[src/rtl/uart_rx.sv]
// 8N1 UART receiver: two-flop line synchronizer, mid-bit sampling FSM and a
// small receive FIFO drained through a valid/ready handshake.
module uart_rx #(
  parameter int unsigned CLK_FREQ   = 48_000_000,
  parameter int unsigned BAUD_RATE  = 115_200,
  parameter int unsigned FIFO_DEPTH = 4
) (
  input  logic       clk,
  input  logic       rst,
  input  logic       rx,
  output logic [7:0] rx_data,
  output logic       rx_valid,
  input  logic       rx_ready,
  output logic       frame_err,
  output logic       overrun,
  output logic       rx_busy
);

  localparam int unsigned CLKS_PER_BIT = CLK_FREQ / BAUD_RATE;
  localparam int unsigned HALF_BIT     = CLKS_PER_BIT / 2;
  localparam int unsigned CNT_W        = $clog2(CLKS_PER_BIT);
  localparam int unsigned PTR_W        = $clog2(FIFO_DEPTH);
  localparam int unsigned FCNT_W       = PTR_W + 1;

  localparam logic [CNT_W-1:0]  BIT_LAST  = CNT_W'(CLKS_PER_BIT - 1);
  localparam logic [CNT_W-1:0]  HALF_LAST = CNT_W'(HALF_BIT - 1);
  localparam logic [FCNT_W-1:0] FIFO_FULL = FCNT_W'(FIFO_DEPTH);

  typedef enum logic [2:0] {
    S_IDLE,
    S_START,
    S_DATA,
    S_STOP,
    S_WAIT_IDLE
  } state_e;

  logic              rx_meta_q, rx_s_q;
  state_e            state_q, state_d;
  logic [CNT_W-1:0]  cnt_q, cnt_d;
  logic [2:0]        bit_idx_q, bit_idx_d;
  logic [7:0]        shift_q, shift_d;
  logic              push_req;
  logic              frame_err_q, frame_err_d;
  logic              overrun_q, overrun_d;

  logic [7:0]        mem_q [FIFO_DEPTH];
  logic [7:0]        mem_d [FIFO_DEPTH];
  logic [PTR_W-1:0]  wr_ptr_q, wr_ptr_d;
  logic [PTR_W-1:0]  rd_ptr_q, rd_ptr_d;
  logic [FCNT_W-1:0] count_q, count_d;
  logic [7:0]        data_q, data_d;
  logic              pop, full, push_ok;

  always_ff @(posedge clk) begin
    if (rst) begin
      rx_meta_q <= 1'b1;
      rx_s_q    <= 1'b1;
    end else begin
      rx_meta_q <= rx;
      rx_s_q    <= rx_meta_q;
    end
  end

  always_comb begin
    state_d     = state_q;
    cnt_d       = cnt_q;
    bit_idx_d   = bit_idx_q;
    shift_d     = shift_q;
    push_req    = 1'b0;
    frame_err_d = 1'b0;
    case (state_q)
      S_IDLE: begin
        cnt_d = '0;
        if (!rx_s_q) state_d = S_START;
      end
      S_START: begin
        if (cnt_q == HALF_LAST) begin
          cnt_d     = '0;
          bit_idx_d = '0;
          state_d   = rx_s_q ? S_IDLE : S_DATA;
        end else begin
          cnt_d = cnt_q + 1'b1;
        end
      end
      S_DATA: begin
        if (cnt_q == BIT_LAST) begin
          cnt_d            = '0;
          shift_d[bit_idx_q] = rx_s_q;
          bit_idx_d        = bit_idx_q + 3'd1;
          if (bit_idx_q == 3'd7) state_d = S_STOP;
        end else begin
          cnt_d = cnt_q + 1'b1;
        end
      end
      S_STOP: begin
        if (cnt_q == BIT_LAST) begin
          cnt_d = '0;
          if (rx_s_q) begin
            push_req = 1'b1;
            state_d  = S_IDLE;
          end else begin
            frame_err_d = 1'b1;
            state_d     = S_WAIT_IDLE;
          end
        end else begin
          cnt_d = cnt_q + 1'b1;
        end
      end
      S_WAIT_IDLE: begin
        if (rx_s_q) state_d = S_IDLE;
      end
      default: state_d = S_IDLE;
    endcase
  end

  // A full FIFO still accepts a push when the head is popped in the same cycle.
  always_comb begin
    pop       = rx_ready && (count_q != '0);
    full      = (count_q == FIFO_FULL);
    push_ok   = push_req && (!full || pop);
    overrun_d = push_req && full && !pop;
    mem_d     = mem_q;
    wr_ptr_d  = wr_ptr_q;
    rd_ptr_d  = rd_ptr_q;
    count_d   = count_q;
    if (push_ok) begin
      mem_d[wr_ptr_q] = shift_q;
      wr_ptr_d        = wr_ptr_q + 1'b1;
    end
    if (pop) rd_ptr_d = rd_ptr_q + 1'b1;
    case ({push_ok, pop})
      2'b10:   count_d = count_q + 1'b1;
      2'b01:   count_d = count_q - 1'b1;
      default: count_d = count_q;
    endcase
    data_d = (count_d != '0) ? mem_d[rd_ptr_d] : '0;
  end

  always_ff @(posedge clk) begin
    if (rst) begin
      state_q     <= S_IDLE;
      cnt_q       <= '0;
      bit_idx_q   <= '0;
      shift_q     <= '0;
      frame_err_q <= 1'b0;
      overrun_q   <= 1'b0;
      wr_ptr_q    <= '0;
      rd_ptr_q    <= '0;
      count_q     <= '0;
      data_q      <= '0;
      for (int unsigned i = 0; i < FIFO_DEPTH; i++) mem_q[i] <= '0;
    end else begin
      state_q     <= state_d;
      cnt_q       <= cnt_d;
      bit_idx_q   <= bit_idx_d;
      shift_q     <= shift_d;
      frame_err_q <= frame_err_d;
      overrun_q   <= overrun_d;
      wr_ptr_q    <= wr_ptr_d;
      rd_ptr_q    <= rd_ptr_d;
      count_q     <= count_d;
      data_q      <= data_d;
      mem_q       <= mem_d;
    end
  end

  assign rx_data   = data_q;
  assign rx_valid  = (count_q != '0);
  assign frame_err = frame_err_q;
  assign overrun   = overrun_q;
  assign rx_busy   = (state_q != S_IDLE);

endmodule

[config.mk]
export PLATFORM = sky130hd
export DESIGN_NAME = uart_rx
export DESIGN_NICKNAME = d
export VERILOG_FILES = /design/src/rtl/uart_rx.sv
export SDC_FILE = /design/constraint.sdc
export NUM_CORES = 1
export LEC_CHECK = 0
export CORE_UTILIZATION = 40
export CTS_CLUSTER_DIAMETER = 120
export DETAILED_ROUTE_END_ITERATION = 7
export GPL_TIMING_DRIVEN = 0
export PLACE_DENSITY = 0.59
export SETUP_SLACK_MARGIN = 0.05
export SLEW_MARGIN = 10
export SYNTH_ARGS = -nofsm -noshare
export SYNTH_HDL_FRONTEND = slang
export SYNTH_SLANG_ARGS = --single-unit
[constraint.sdc]
create_clock -name clk -period 4.6 [get_ports clk]
set_input_delay 0.46 -clock clk [delete_from_list [all_inputs] [get_ports clk]]
set_output_delay 0.46 -clock clk [all_outputs]
set_load 0.01 [all_outputs]
# Word-level counts from Yosys, hierarchy flattened
# Index checks and enable logic that the tools add are counted.
# word_totals
reg_bits,74
latchBits,0
ramBits,0
rom_bits,0
elab_cells,100
n_memories,0
# classes
n_addsub,6
n_mul,0
n_div,0
n_lt_le_gt_ge,5
n_eq_ne,16
shift,0
n_mux,31
n_bitwise,5
reduce_logical,21
# op_table
operator,count
32-bit bitwise mux,1
32-bit two-way mux,1
3-bit two-way mux,9
9-bit case mux with 3 select lines,1
8-bit two-way mux,3
9-bit two-way mux,2
8-bit binary-select mux with 2-bit select,1
8-bit demux with 2-bit select,1
3-bit case mux with 5 select lines,1
"2-bit inequality test, second input constant",6
3-bit case mux with 2 select lines,2
3-bit nonzero test,4
"9-bit by 1-bit adder with 9-bit output, second input constant",1
"3-bit equality test, second input constant",3
"9-bit by 8-bit equality test with 1-bit output, second input constant",1
"9-bit equality test, second input constant",1
8-bit bitwise mux,1
"3-bit by 1-bit adder with 3-bit output, second input constant",2
"3-bit by 2-bit equality test with 1-bit output, second input constant",2
"3-bit greater-or-equal comparator, second input constant",2
1-bit logical AND,6
2-bit inverter with 3-bit output,2
6-bit AND reduction,1
1-bit two-way mux,5
19 further kinds,25

# Depth between registers and ports, before layout
# depth
word_depth,10
depth_mapped,15
mapped_depth_nobuf,14

# Least setup slack after synthesis
# No wires, ideal clock.
# synth_path
path_kind,reg-to-reg
startpoint,register count_q[0]
endpoint,register data_q[4] (netlist: rx_data[4])
setup_time_ps,79
arrival_ps,3199
required_time_ps,4521
slack_ps,1322
stages_incl_launch_ff,15
path_cell_list,dfxtp_1 -> buf_6 -> or4b_1 -> nand2_1 -> nor2_1 -> inv_1 -> ha_1 -> inv_1 -> fa_1 -> xor2_1 -> or3_1 -> a311oi_2 -> o221a_2 -> nand2b_1 -> o211ai_1
# synth_between
elab_chain_len,9
word_cells_on_any_way,20
# synth_rtl
item,line_no,rtl
from (decl),50,"logic [FCNT_W-1:0] count_q, count_d;"
from (signal assigned),161,count_q <= count_d;
3-bit equality test / 3-bit nonzero test (equally long branches),"119, 118",
1-bit zero test / 1-bit logical AND (equally long branches),"120, 118",
1-bit logical OR,120,push_ok = push_req && (!full || pop);
1-bit logical AND,120,
2-bit by 1-bit equality test with 1-bit output / 2-bit equality test (equally long branches),131,"case ({push_ok, pop})"
3-bit case mux with 2 select lines,131,
3-bit nonzero test,136,data_d = (count_d != '0) ? mem_d[rd_ptr_d] : '0;
1-bit inverter (no line),-,
2-bit OR reduction (no line),-,
to (signal assigned),162,data_q <= data_d;
to (decl),51,"logic [7:0] data_q, data_d;"
# Parallel ways exist; a longest one is shown, timed or not. The select of a mux whose other input is x is not followed.
# A chain may end at the register's enable or synchronous reset.

# Worst setup path in the final report
# layout_path
startpoint,input port rx_ready
endpoint,register data_q[3] (netlist: rx_data[3])
# layout_between
elab_chain_len,8
word_cells_on_any_way,15
# layout_rtl
item,line_no,rtl
from (decl),13,"input logic rx_ready,"
1-bit logical AND *,118,pop = rx_ready && (count_q != '0);
1-bit logical OR,120,
1-bit logical AND,120,
2-bit by 1-bit equality test with 1-bit output / 2-bit equality test (equally long branches),131,
3-bit case mux with 2 select lines,131,
3-bit nonzero test,136,
1-bit inverter (no line),-,
2-bit OR reduction (no line),-,
# Every way passes the cells marked *; elsewhere a longest branch is shown, timed or not. The select of a mux whose other input is x is not followed.

==> impl_metrics.xml <==
<?xml version="1.0" encoding="UTF-8"?>
<metrics>
  <group name="worst_setup_path">
    <metric name="worst_ep_required_time" unit="ps">4870</metric>
    <metric name="r2r_start" unit="">count_q[2]</metric>
    <metric name="r2r_slack" unit="ps">650</metric>
    <metric name="worstSetupPathType" unit="">input port to register</metric>
    <metric name="cp_data_arrival_time" unit="ps">4380</metric>
    <metric name="timing.critical_path.from_type" unit="">input port</metric>
    <metric name="timing.critical_path.fanout_max" unit="">8</metric>
    <metric name="critical_path.startpoint" unit="">rx_ready</metric>
    <metric name="timing.critical_path.to_type" unit="">register</metric>
  </group>
  <group name="sta">
    <metric name="finalSetupViolations" unit="">0</metric>
    <metric name="final_min_period_over_clock_period" unit="%">89.33</metric>
    <metric name="final.setup_skew" unit="ps">8.737</metric>
    <metric name="slew_headroom" unit="%">39.79</metric>
    <metric name="hold_viol" unit="">0</metric>
    <metric name="tightest_slew" unit="ps">893.3</metric>
    <metric name="timing.final.crit_period" unit="ps">4109</metric>
    <metric name="fin_worst_hold_slack" unit="ps">410.5</metric>
    <metric name="clock.fmax" unit="GHz">0.2434</metric>
    <metric name="slew_violations" unit="">0</metric>
    <metric name="setup-tns-final" unit="ps">0</metric>
    <metric name="rsz0062_at_grt" unit="">false</metric>
  </group>
  <group name="drt">
    <metric name="detail-route-antenna-nets" unit="">0</metric>
    <metric name="detail_route.drc_violations" unit="">0</metric>
    <metric name="routed_wire_length_per_instance" unit="um">16.16</metric>
    <metric name="route.final.wire_length" unit="um">8971</metric>
    <metric name="vias" unit="">3081</metric>
    <metric name="drt-initial-drc-count" unit="">155</metric>
    <metric name="detailedRoute.firstPassIterationCount" unit="">5</metric>
    <metric name="post_drt_via_cell_ratio" unit="">5.551</metric>
  </group>
  <group name="logic_synthesis">
    <metric name="async_flop_share" unit="%">0</metric>
    <metric name="ys_seq_elements" unit="">74</metric>
    <metric name="synth.top_cell.area_share" unit="%">40.45</metric>
    <metric name="postSynthNetCount" unit="">430</metric>
    <metric name="synth.yosys.seq_area_share" unit="%">40.45</metric>
    <metric name="syn-cell-area" unit="um2">3662</metric>
    <metric name="ys_top_cells_by_area" unit="">dfxtp_1 (40%), nand2_1 (7.3%), a21oi_1 (5.6%)</metric>
    <metric name="postSynthCellCount" unit="">417</metric>
    <metric name="edff_count_synth" unit="">0</metric>
    <metric name="postSynthAreaPerCell" unit="um2">8.782</metric>
    <metric name="yosysUniqueCellTypes" unit="">58</metric>
    <metric name="synth-main-ff-cell" unit="">dfxtp_1</metric>
    <metric name="synth_largest_area_cell" unit="">dfxtp_1</metric>
    <metric name="synth.yosys.warnings" unit="">0</metric>
  </group>
  <group name="global_route">
    <metric name="track_usage" unit="%">19.98</metric>
    <metric name="grt_util_met2" unit="%">32.46</metric>
    <metric name="first_global_vias" unit="">2878</metric>
    <metric name="grt_max_degree" unit="">14</metric>
    <metric name="grt_remaining_overflow" unit="">0</metric>
    <metric name="antenna_found_initial" unit="">0</metric>
    <metric name="global_route.peak_usage_layer" unit="">met2</metric>
    <metric name="grt_first_pass_wirelength" unit="um">14950</metric>
    <metric name="grtUsageMet1" unit="%">26.82</metric>
    <metric name="grt.met3_usage" unit="%">3.237</metric>
  </group>
  <group name="clocking">
    <metric name="cts_resized" unit="">0</metric>
    <metric name="cts_tree" unit="">built</metric>
    <metric name="tritoncts_num_sinks" unit="">74</metric>
    <metric name="holdBufCountCts" unit="">0</metric>
    <metric name="cts-htree-levels" unit="">3</metric>
    <metric name="post-cts-setup-buffers" unit="">0</metric>
    <metric name="clock_path_buffers" unit="">2</metric>
    <metric name="clk_root_buffer_cell" unit="">clkbuf_8</metric>
    <metric name="cts-buffers-inserted" unit="">9</metric>
    <metric name="path_clk_slew" unit="ps">80</metric>
    <metric name="clk_latency" unit="ps">360</metric>
  </group>
  <group name="run">
    <metric name="cap_violations" unit="">0</metric>
  </group>
  <group name="die">
    <metric name="floorplan.initialDensity" unit="%">41.59</metric>
    <metric name="rows" unit="">34</metric>
    <metric name="design.die.area" unit="um2">9542</metric>
    <metric name="die_x" unit="um">97.69</metric>
    <metric name="fp.dieH" unit="um">97.69</metric>
    <metric name="io-pin-count" unit="">16</metric>
    <metric name="area_of_the_core" unit="um2">8806</metric>
  </group>
  <group name="layout">
    <metric name="num-fill-cells" unit="">875</metric>
    <metric name="utilization" unit="%">47.46</metric>
    <metric name="final-instance-count-excl-fill" unit="">555</metric>
    <metric name="areaGrowthSynthToFinish" unit="%">14.11</metric>
    <metric name="regArea" unit="um2">1481</metric>
    <metric name="diodes" unit="">0</metric>
    <metric name="finalNetCount" unit="">455</metric>
    <metric name="layout.cells.most_common_list" unit="">dfxtp_1 (74), nand2_1 (71), a21oi_1 (41)</metric>
    <metric name="layout-drive-gt1-share" unit="%">10.29</metric>
    <metric name="multiInputGateArea" unit="um2">2023</metric>
    <metric name="layout.cells.most_common" unit="">dfxtp_1</metric>
  </group>
  <group name="power_and_ir_drop">
    <metric name="power.ir.vdd_worst" unit="uV">119.6</metric>
    <metric name="power.leakage" unit="nW">1.411</metric>
    <metric name="power.density" unit="nW/um2">307.4</metric>
  </group>
  <group name="status">
    <metric name="outcome" unit="">completed</metric>
  </group>
  <group name="place">
    <metric name="gpl_congestion" unit="">0.8123</metric>
    <metric name="place.detailed.instances" unit="">539</metric>
    <metric name="io_port_bufs" unit="">14</metric>
    <metric name="placed_wire_length_estimate" unit="um">6254</metric>
  </group>
  <group name="min_path">
    <metric name="timing.hold.worst.class" unit="">register to register</metric>
    <metric name="hold_startpoint" unit="">rx_meta_q</metric>
  </group>
</metrics>
[worst max-delay path, stage by stage]
cell and delay (ps):
clkdlybuf4s50_1 540, or4b_1 570, nand2_1 130, nor2_1 80, inv_1 150, ha_1 210, inv_1 60, fa_1 380
xor2_1 170, or3_1 400, a311oi_2 660, o221a_1 360, o21ai_1 80, o211ai_1 120
[report_power, final]
group | leakage (nW) | internal (mW) | switching, mW | total, mW
logic | 0.703 | 0.00779 | 0.0199 | 0.0277
clock network | 0.111 | 0.359 | 0.255 | 0.614
registers | 0.596 | 0.642 | 0.00125 | 0.643
total | 1.41 | 1.01 | 0.276 | 1.28
[worst paths after layout]
path / endpoint / cells after the start
max: rx_data[3] / 14
min: rx_s_q / 1
max reg2reg: rx_data[3] / 13
min reg2reg: rx_s_q / 1
[cells by family (layout without fill, tap and decap cells)]
group           after synthesis  after routing  share of synthesized area [%]
flops                        74             74                          40.45
xor+xnor                     13             13                          3.314
mux                          11             11                          3.007
compound gates              104            104                          21.35
simple gates                172            172                          24.29
buf+inv                      34             64                          4.305
fa+ha+maj                     9              9                          3.280
[area by class of cell]
type | instances | share of cell area, %
Clock inverter | 7 | 2.814
Inverter | 11 | 0.9880
Timing Repair Buffer | 14 | 3.353
Multi-Input combinational cell | 309 | 48.41
Clock buffer | 9 | 2.964
Sequential cell | 74 | 35.45
Buffer | 23 | 2.784
Tap cell | 108 | 3.234
[metrics by stage]
step                      power [mW]  worst slack (ps)  cell area (um2)
final                          1.285             490.8             4179
after global routing           1.326             314.1             4179
after CTS                      1.295             531.7             4179
after detailed placement      0.6860             193.3             3938
after global placement        0.6861             196.1             3938
after floorplan               0.6748              1322             3662
[cells in the mapped netlist (8+ instances only)]
cell type and number:
o221ai_1 9, nor2_1 35, dfxtp_1 74, clkbuf_1 14, mux2i_1 11, ha_1 8, nand2_1 71, o211ai_1 10
inv_1 11, nand3_1 15, a21oi_1 41
[flip-flops by register name (all words and copies together), names as in the netlist]
| register | cells |
|---|---|
| rd_ptr_q | 2 |
| rx_data | 8 |
| wr_ptr_q | 2 |
| count_q | 3 |
| bit_idx_q | 3 |
| rx_s_q | 1 |
| overrun | 1 |
| cnt_q | 9 |
| state_q | 3 |
| shift_q | 8 |
| frame_err | 1 |
| rx_meta_q | 1 |
| mem_q | 32 |
[routing by layer]
layer  routed length [um]  part of all wire, %
met5                    0                    0
met4                   99                  1.1
met3                  410                  4.6
met2                 4127                   46
met1                 4335                   48
(Power assumes the default switching activity.)
